===== config.mk =====
export PLATFORM = sky130hd
export DESIGN_NAME = tremolo_mod
export DESIGN_NICKNAME = d
export VERILOG_FILES = /design/src/rtl/tremolo_mod.sv
export SDC_FILE = /design/constraint.sdc
export NUM_CORES = 1
export LEC_CHECK = 0
export BUFFER_PORTS_ARGS = -buffer_cell sky130_fd_sc_hd__buf_2
export CAP_MARGIN = 20
export CORE_ASPECT_RATIO = 1.25
export CORE_MARGIN = 3
export CORE_UTILIZATION = 25
export CTS_BUF_LIST = sky130_fd_sc_hd__clkbuf_2
export DETAILED_ROUTE_END_ITERATION = 16
export SYNTH_ARGS = -nofsm -noshare
export SYNTH_HDL_FRONTEND = slang
export SYNTH_SLANG_ARGS = --single-unit

===== constraint.sdc =====
create_clock -name clk -period 6.3 [get_ports clk]
set_clock_uncertainty 0.1 [all_clocks]
set_input_delay 1.26 -clock clk [delete_from_list [all_inputs] [get_ports clk]]
set_output_delay 1.26 -clock clk [all_outputs]
set_load 0.01 [all_outputs]

===== src/rtl/tremolo_mod.sv =====
// rtl/tremolo_mod.sv - tremolo gain stage driven by a triangle LFO
//
// Purpose: steps the LFO at a programmable rate and scales each audio
// sample by g = 2^N - ((depth*wav) >> N) using sequential shift-add
// multipliers, with valid/ready handshakes on both audio sides.
//
// Ports:
//   clk, rst_n        clock, synchronous active-low reset
//   en                effect enable (0 = bypass, rate counter idle)
//   rate              clocks per LFO step
//   depth             modulation depth (unsigned, N bits)
//   nxt               single-cycle LFO advance pulse
//   wav               LFO wave value (unsigned, N bits)
//   s_valid/s_ready/s_data   input sample stream (signed DW bits)
//   m_valid/m_ready/m_data   output sample stream (signed DW bits)
module tremolo_mod #(
  parameter int DW = 16,
  parameter int N  = 8,
  parameter int RW = 24
) (
  input  logic          clk,
  input  logic          rst_n,
  input  logic          en,
  input  logic [RW-1:0] rate,
  input  logic [N-1:0]  depth,
  output logic          nxt,
  input  logic [N-1:0]  wav,
  input  logic          s_valid,
  output logic          s_ready,
  input  logic [DW-1:0] s_data,
  output logic          m_valid,
  input  logic          m_ready,
  output logic [DW-1:0] m_data
);

  localparam int PW = DW + N + 1;
  localparam int CW = $clog2(N + 1) + 1;
  localparam logic [N:0] UNITY = {1'b1, {N{1'b0}}};

  typedef enum logic [1:0] {IDLE, GAIN, SAMP, OUT} state_t;

  // ---------------------------------------------------------------------
  // Rate divider. The pulse cycle always forces the counter back to 0, so
  // nxt can never be high on two consecutive cycles.
  // ---------------------------------------------------------------------
  logic [RW-1:0] rcnt_q, rcnt_d;
  logic          nxt_q, nxt_d;

  always_comb begin
    rcnt_d = '0;
    nxt_d  = 1'b0;
    if (en && rate >= RW'(2)) begin
      // >= rather than == so a rate lowered below the count wraps at once
      if (rcnt_q >= rate - RW'(1)) begin
        nxt_d = 1'b1;
      end else begin
        rcnt_d = rcnt_q + RW'(1);
      end
    end
  end

  always_ff @(posedge clk) begin
    if (!rst_n) begin
      rcnt_q <= '0;
      nxt_q  <= 1'b0;
    end else begin
      rcnt_q <= rcnt_d;
      nxt_q  <= nxt_d;
    end
  end

  assign nxt = nxt_q;

  // ---------------------------------------------------------------------
  // Sample path. wav/depth/en/s_data are snapshotted at the handshake
  // directly into the multiplier shift registers.
  // ---------------------------------------------------------------------
  state_t          state_q, state_d;
  logic [CW-1:0]   cnt_q, cnt_d;
  logic            en_q, en_d;
  logic [N-1:0]    wsh_q, wsh_d;     // multiplier bits of wav, LSB first
  logic [2*N-1:0]  pmc_q, pmc_d;     // depth, shifted left each step
  logic [2*N-1:0]  p_q, p_d;         // depth*wav accumulator
  logic [N:0]      gsh_q, gsh_d;     // gain bits, LSB first
  logic [PW-1:0]   smc_q, smc_d;     // sign-extended sample, shifted left
  logic [PW-1:0]   acc_q, acc_d;     // sample*gain accumulator
  logic [DW-1:0]   mdata_q, mdata_d;

  always_comb begin
    state_d = state_q;
    cnt_d   = cnt_q;
    en_d    = en_q;
    wsh_d   = wsh_q;
    pmc_d   = pmc_q;
    p_d     = p_q;
    gsh_d   = gsh_q;
    smc_d   = smc_q;
    acc_d   = acc_q;
    mdata_d = mdata_q;
    case (state_q)
      IDLE: begin
        if (s_valid) begin
          wsh_d   = wav;
          pmc_d   = {{N{1'b0}}, depth};
          p_d     = '0;
          en_d    = en;
          smc_d   = {{(N + 1){s_data[DW-1]}}, s_data};
          acc_d   = '0;
          cnt_d   = '0;
          state_d = GAIN;
        end
      end
      GAIN: begin
        if (wsh_q[0]) p_d = p_q + pmc_q;
        pmc_d = pmc_q << 1;
        wsh_d = wsh_q >> 1;
        cnt_d = cnt_q + CW'(1);
        if (cnt_q == CW'(N - 1)) begin
          // bypass forces unity gain so the sample passes through unchanged
          gsh_d   = en_q ? (UNITY - {1'b0, p_d[2*N-1:N]}) : UNITY;
          cnt_d   = '0;
          state_d = SAMP;
        end
      end
      SAMP: begin
        // gain is unsigned, so every partial product is a plain add of the
        // sign-extended sample; no correction term for the top bit
        if (gsh_q[0]) acc_d = acc_q + smc_q;
        smc_d = smc_q << 1;
        gsh_d = gsh_q >> 1;
        cnt_d = cnt_q + CW'(1);
        if (cnt_q == CW'(N)) begin
          // taking bits [N +: DW] is the floor shift by N plus truncation
          mdata_d = acc_d[N +: DW];
          state_d = OUT;
        end
      end
      OUT: begin
        if (m_ready) state_d = IDLE;
      end
      default: state_d = IDLE;
    endcase
  end

  always_ff @(posedge clk) begin
    if (!rst_n) begin
      state_q <= IDLE;
      cnt_q   <= '0;
      en_q    <= 1'b0;
      wsh_q   <= '0;
      pmc_q   <= '0;
      p_q     <= '0;
      gsh_q   <= '0;
      smc_q   <= '0;
      acc_q   <= '0;
      mdata_q <= '0;
    end else begin
      state_q <= state_d;
      cnt_q   <= cnt_d;
      en_q    <= en_d;
      wsh_q   <= wsh_d;
      pmc_q   <= pmc_d;
      p_q     <= p_d;
      gsh_q   <= gsh_d;
      smc_q   <= smc_d;
      acc_q   <= acc_d;
      mdata_q <= mdata_d;
    end
  end

  // no bypass path: a new sample is only taken from IDLE
  assign s_ready = (state_q == IDLE);
  assign m_valid = (state_q == OUT);
  assign m_data  = mdata_q;

endmodule


### Word-level counts from Yosys, hierarchy flattened

Index checks and enable logic that the tools add are counted.

| cells by class | value |
|---|---|
| reduce and logical (&&, ||, !) cells | 17 |
| mux-type cells | 25 |
| equal/unequal tests | 11 |
| $lt $le $gt $ge | 2 |
| add/sub/neg operators | 6 |
| bitwise operators | 2 |

Operators by type and width:

| operator | number |
|---|---|
| 25-bit one-hot mux with 2 select lines | 2 |
| 25-bit 2-to-1 mux | 3 |
| 16-bit 2-to-1 mux | 4 |
| 16-bit one-hot mux with 2 select lines | 2 |
| 25-bit adder | 1 |
| 24-bit by 1-bit adder with 24-bit output, second input constant | 1 |
| 24-bit by 2-bit greater-or-equal comparator with 1-bit output, second input constant | 1 |
| 24-bit greater-or-equal comparator | 1 |
| 24-bit by 1-bit subtractor with 24-bit output, second input constant | 1 |
| 9-bit 2-to-1 mux | 2 |
| 9-bit one-hot mux with 2 select lines | 1 |
| 16-bit adder | 1 |
| 8-bit one-hot mux with 2 select lines | 1 |
| 5-bit one-hot mux with 3 select lines | 1 |
| 2-bit AND reduction | 7 |
| 5-bit 2-to-1 mux | 2 |
| 2-bit != test, second input constant | 5 |
| 9-bit by 8-bit subtractor with 9-bit output, first input constant | 1 |
| 2-bit 2-to-1 mux | 4 |
| 8-bit 2-to-1 mux | 1 |
| 2-bit one-hot mux with 4 select lines | 1 |
| 3-bit AND reduction | 2 |
| 2-bit nonzero test | 3 |
| 5-bit by 1-bit adder with 5-bit output, second input constant | 1 |
| 12 further kinds | 14 |

| storage, ports and cells | value |
|---|---|
| flip-flop bits (word level) | 148 |
| input bits | 61 |
| output and inout port bits | 19 |

### Depth between registers and ports, before layout

| logic depth | value |
|---|---|
| depth after elaboration | 7 |
| gate-level depth with buffers | 17 |
| mapped depth without buffers | 15 |

### Worst setup path after synthesis

Ideal clock, no wire load.

| timing | value |
|---|---|
| kind | in2reg |
| from | input port rate[4] |
| to | register rcnt_q[11] |
| buffers on the path | 2 |
| stages | 17 |
| setup slack | 1.190 ns |
| arrival | 4.896 ns |
| path through | or3_1 nor3_1 nand2_1 or2_2 clkbuf_1 nor3_1 xnor2_1 ha_1 a21o_1 a21o_1 a21o_1 a21o_1 a21o_1 a221oi_1 o31ai_1 clkbuf_1 a2111oi_0 |

| on the way | value |
|---|---|
| cells in the longest elaborated chain, start to end | 4 |
| elaborated cells between the ends (all ways) | 6 |
| those cells by class | add/sub (1); order compare (2); bitwise (1); reduce/logical (2) |

Ends and longest elaborated chain:

| what | RTL line | text |
|---|---|---|
| start, declared | 24 | `input logic [RW-1:0] rate,` |
| branches (longest 3 deep; another with 24-bit by 1-bit subtractor with 24-bit output) | -- |  |
| 3-bit OR reduction (no line) * | -- |  |
| end signal, assigned | 67 | `rcnt_q <= rcnt_d;` |
| end, declared | 46 | `logic [RW-1:0] rcnt_q, rcnt_d;` |

Mark *: on every way between the ends.
A chain may end at the register's enable or synchronous reset.

### Worst setup path in the final report

| timing | value |
|---|---|
| from | input port rate[4] |
| to | register rcnt_q[1] |

Same word-level chain as after synthesis.

==> metrics.md <==
| Metric | Value |
|---|---|
| Power Total | `around 3 mW` |
| Die width | `about 180 um` |
| Seq cells post-synth | `around 150` |
| Critical Path Start Type | `input pin` |
| Setup TNS | `0 ns` |
| Initial antenna violation count | `1` |
| # setup viols final | `0` |
| Layout Nets | `between 1000 and 1500` |
| Min Tclk post-route | `roughly 4.8 ns` |
| Setup WS pre-CTS | `just over 0.7 ns` |
| Power per Cell Area | `approximately 280 mW/mm^2` |
| Post-route non-filler standard cell count | `between 1500 and 2000` |
| CP Class | `input pin to register` |
| TritonCTS buffer count | `17` |
| Filler cells | `slightly above 4000` |
| DP HPWL | `approximately 18 mm` |
| Slew Viols, Final | `0` |
| Starting Density | `0.2536` |
| Largest net degree at the start of global routing | `55` |
| Delay-heaviest family, CP | `compound AO/OA/AOI/OAI gates` |
| Critical path arrival | `between 5 and 6 ns` |
| Setup Fix Bufs, Post-CTS | `0` |
| IO Port Bufs | `just under 80` |
| Post-synth EDFFs | `0` |
| Worst-Skew Late Latency | `0.74 ns` |
| Worst slew pin tran | `between 1 and 1.5 ns` |
| I/O Pins | `80` |
| Detailed Routing Iterations Pass 1 | `5` |
| Worst Path Max Fanout | `24` |
| Post-CTS resize count | `0` |
| Synthesis-to-finish area growth | `10.76%` |
| FMAX | `just over 0.2 GHz` |
| Placed cells | `between 1500 and 2000` |
| Synth top area cells | `dfxtp_1 31%, ha_1 9.6%, nor2_1 5.7%` |
| Status | `finished clean` |
| Synth Warn # | `0` |
| GRT Overall Usage | `0.1222` |
| Buf/Inv on CP | `2` |
| DRT iter0 DRCs | `between 400 and 500` |
| Die footprint | `0.04029 mm^2` |
| Synth cell types | `78` |
| Die height | `approximately 220 um` |
| Synth Cell Area | `between 0.009 and 0.01 mm^2` |
| DR vias/cell | `between 5 and 6` |
| P_leak | `between 4 and 5 nW` |
| Post-synth top cells | `146 x dfxtp_1, 144 x nor2_1, 73 x a21oi_1, 73 x ha_1, 63 x nand2_1` |
| Leading area contributor after synthesis | `dfxtp_1` |
| Final worst slack | `roughly 1.5 ns` |
| Worst endpoint required time | `6.82 ns` |
| ANT nets after route | `0` |
| Core Area | `between 0.03 and 0.04 mm^2` |
| Max Cap Viol | `0` |
| Number of global-route vias before repair | `8323` |
| Async SR Flop Fraction | `0` |
| Syn Nets | `about 1300` |
| WL per Instance | `15.00 um` |
| Period utilization | `0.7648` |
| Worst vdd ir | `roughly 0.00014 V` |
| CTS Sinks | `146` |
| Relative slew slack | `0.3020` |
| Slowest cell delay on critical path | `0.50 ns` |
| Row count | `79` |
| Crit-path slowest cell | `a2111oi_0` |
| Hold crit path type | `register to register` |
| Post-Synthesis Cells | `between 1000 and 1500` |
| Unrepaired setup endpoints after global routing | `no` |
| CP endpoint kind | `register` |
| Remaining global-route overflow | `0` |
| RePlAce Congestion | `approximately 0.87` |
| Worst-path clk slew | `about 0.24 ns` |
| Util after Layout | `0.2809` |
| CTS Root Cell | `clkbuf_2` |
| H-tree Lvls | `4` |
| Cell with the most instances after synthesis | `dfxtp_1` |
| Cell Chain, Critical Path | `buf_2 > or3_1 > nor3_1 > nand2_1 > or2_2 > nor3_1 > xnor2_1 > ha_1 > a21o_1 > a21o_1 > a21o_1 > a21o_1 > a21o_1 > a221oi_1 > o31ai_2 > buf_4 > a2111oi_0` |
| First-pass GRT wire length | `41.17 mm` |
| Most frequent CP cell | `a21o_1` |
| Syn avg cell area | `~8.3 um^2` |
| Drt total wl | `approximately 25 mm` |
| Vias after detailed routing | `8547` |
| Seq/Total Area, Yosys | `0.3084` |
| CTS Hold Bufs | `0` |
| Final Hold Violating Endpoints | `0` |
| DRC | `0` |
| Share of cells above drive strength 1 | `0.1247` |
| Top_reg_cell synth | `dfxtp_1` |
| CTS max path bufs | `2` |
| Share of Yosys cell area claimed by the top area cell type | `0.3084` |
| CTS tree | `yes` |
path summary, 6_finish.rpt:
kind                                               from                     end  slack [ns]  depth (start not counted)
worst max register to register  state_q[0]$_SDFFE_PN0P_  acc_q[21]$_SDFFE_PN0P_        2.90                          8
worst min-delay path              gsh_q[1]$_SDFFE_PN0P_   gsh_q[0]$_SDFFE_PN0P_        0.38                          2
worst min register to register    gsh_q[1]$_SDFFE_PN0P_   gsh_q[0]$_SDFFE_PN0P_        0.38                          2
worst max-delay path                            rate[4]    rcnt_q[1]$_SDFF_PP0_        1.48                         17
worst register-to-register path: cells and delay by family, from the launching register on:
family | cells | cell delay, ns
AO/OA/AOI/OAI | 4 | 1.73
buffers and inverters | 3 | 0.91
flip-flops | 1 | 0.39
adder cells (fa/ha/maj) | 1 | 0.17
cell type report:
class                      instances  area (um^2)  area share
antenna                            1        2.502   0.0002384
clock buffer                      20        100.1    0.009536
clock inverter                    12        83.83    0.007987
inverter                          29        110.1     0.01049
multi-input combinational        897         6176      0.5884
sequential                       146         2923      0.2785
tap                              486        608.1     0.05793
timing repair buffer              91        493.0     0.04697
flip-flops by register name, indices dropped and copies added, names as in the netlist:
name / count
en_q: 1
rcnt_q: 24
wsh_q: 8
acc_q: 24
state_q: 2
m_data: 16
gsh_q: 9
cnt_q: 5
pmc_q: 16
smc_q: 24
p_q: 16
nxt: 1
metrics by stage:
step | cell area, um^2 | hold slack (ns)
final | 10500 | 0.3840
after global routing | 10500 | 0.3958
after CTS | 10480 | 0.3759
after detailed placement | 10290 | 0.3636
after global placement | 10290 | 0.3531
after floorplan | 9477 | 0.3400
routing by layer:
layer  up-vias  GRT usage  share of wire
met3        45    0.02501          0.040
met4         0    0.04384          0.024
met2       159     0.2188           0.50
met5         -          0              0
met1      4024     0.1452           0.44
li1       4319          -              -
placed cells by master, fill, tap and decap left out, drive strengths merged, types with 5 or more instances in the layout:
cell type / n
nand2: 63
inv: 29
ha: 73
o2111ai: 5
xor2: 31
and3: 10
nand4: 17
a211oi: 39
a31oi: 19
nor3: 19
and2: 8
a22oi: 38
nor4: 9
nand2b: 17
nor4b: 5
a21o: 27
o211ai: 8
o21a: 9
a32oi: 8
xnor2: 40
o21ai: 45
a2111oi: 17
clkinv: 8
dfxtp: 146
nor2: 144
or3: 11
nor2b: 10
a31o: 5
buf: 91
or2: 7
mux2i: 40
a221oi: 5
a21oi: 73
nand3: 31
clkbuf: 20
where the power goes:
part / switching (mW) / leakage (nW) / total [mW] / internal (mW)
logic: 0.840 / 2.83 / 1.31 / 0.470
registers: 0.122 / 1.19 / 1.19 / 1.07
clock network: 0.367 / 0.114 / 0.474 / 0.107
cell families after synthesis:
group | synth area share
AO/OA/AOI/OAI | 0.2513
buffers and inverters | 0.04106
multiplexers | 0.04344
AND/OR/NAND/NOR | 0.1896
XOR/XNOR | 0.06562
adder cells (fa/ha/maj) | 0.1006
flip-flops | 0.3084
Note: power is estimated with default switching activity, not from simulation.
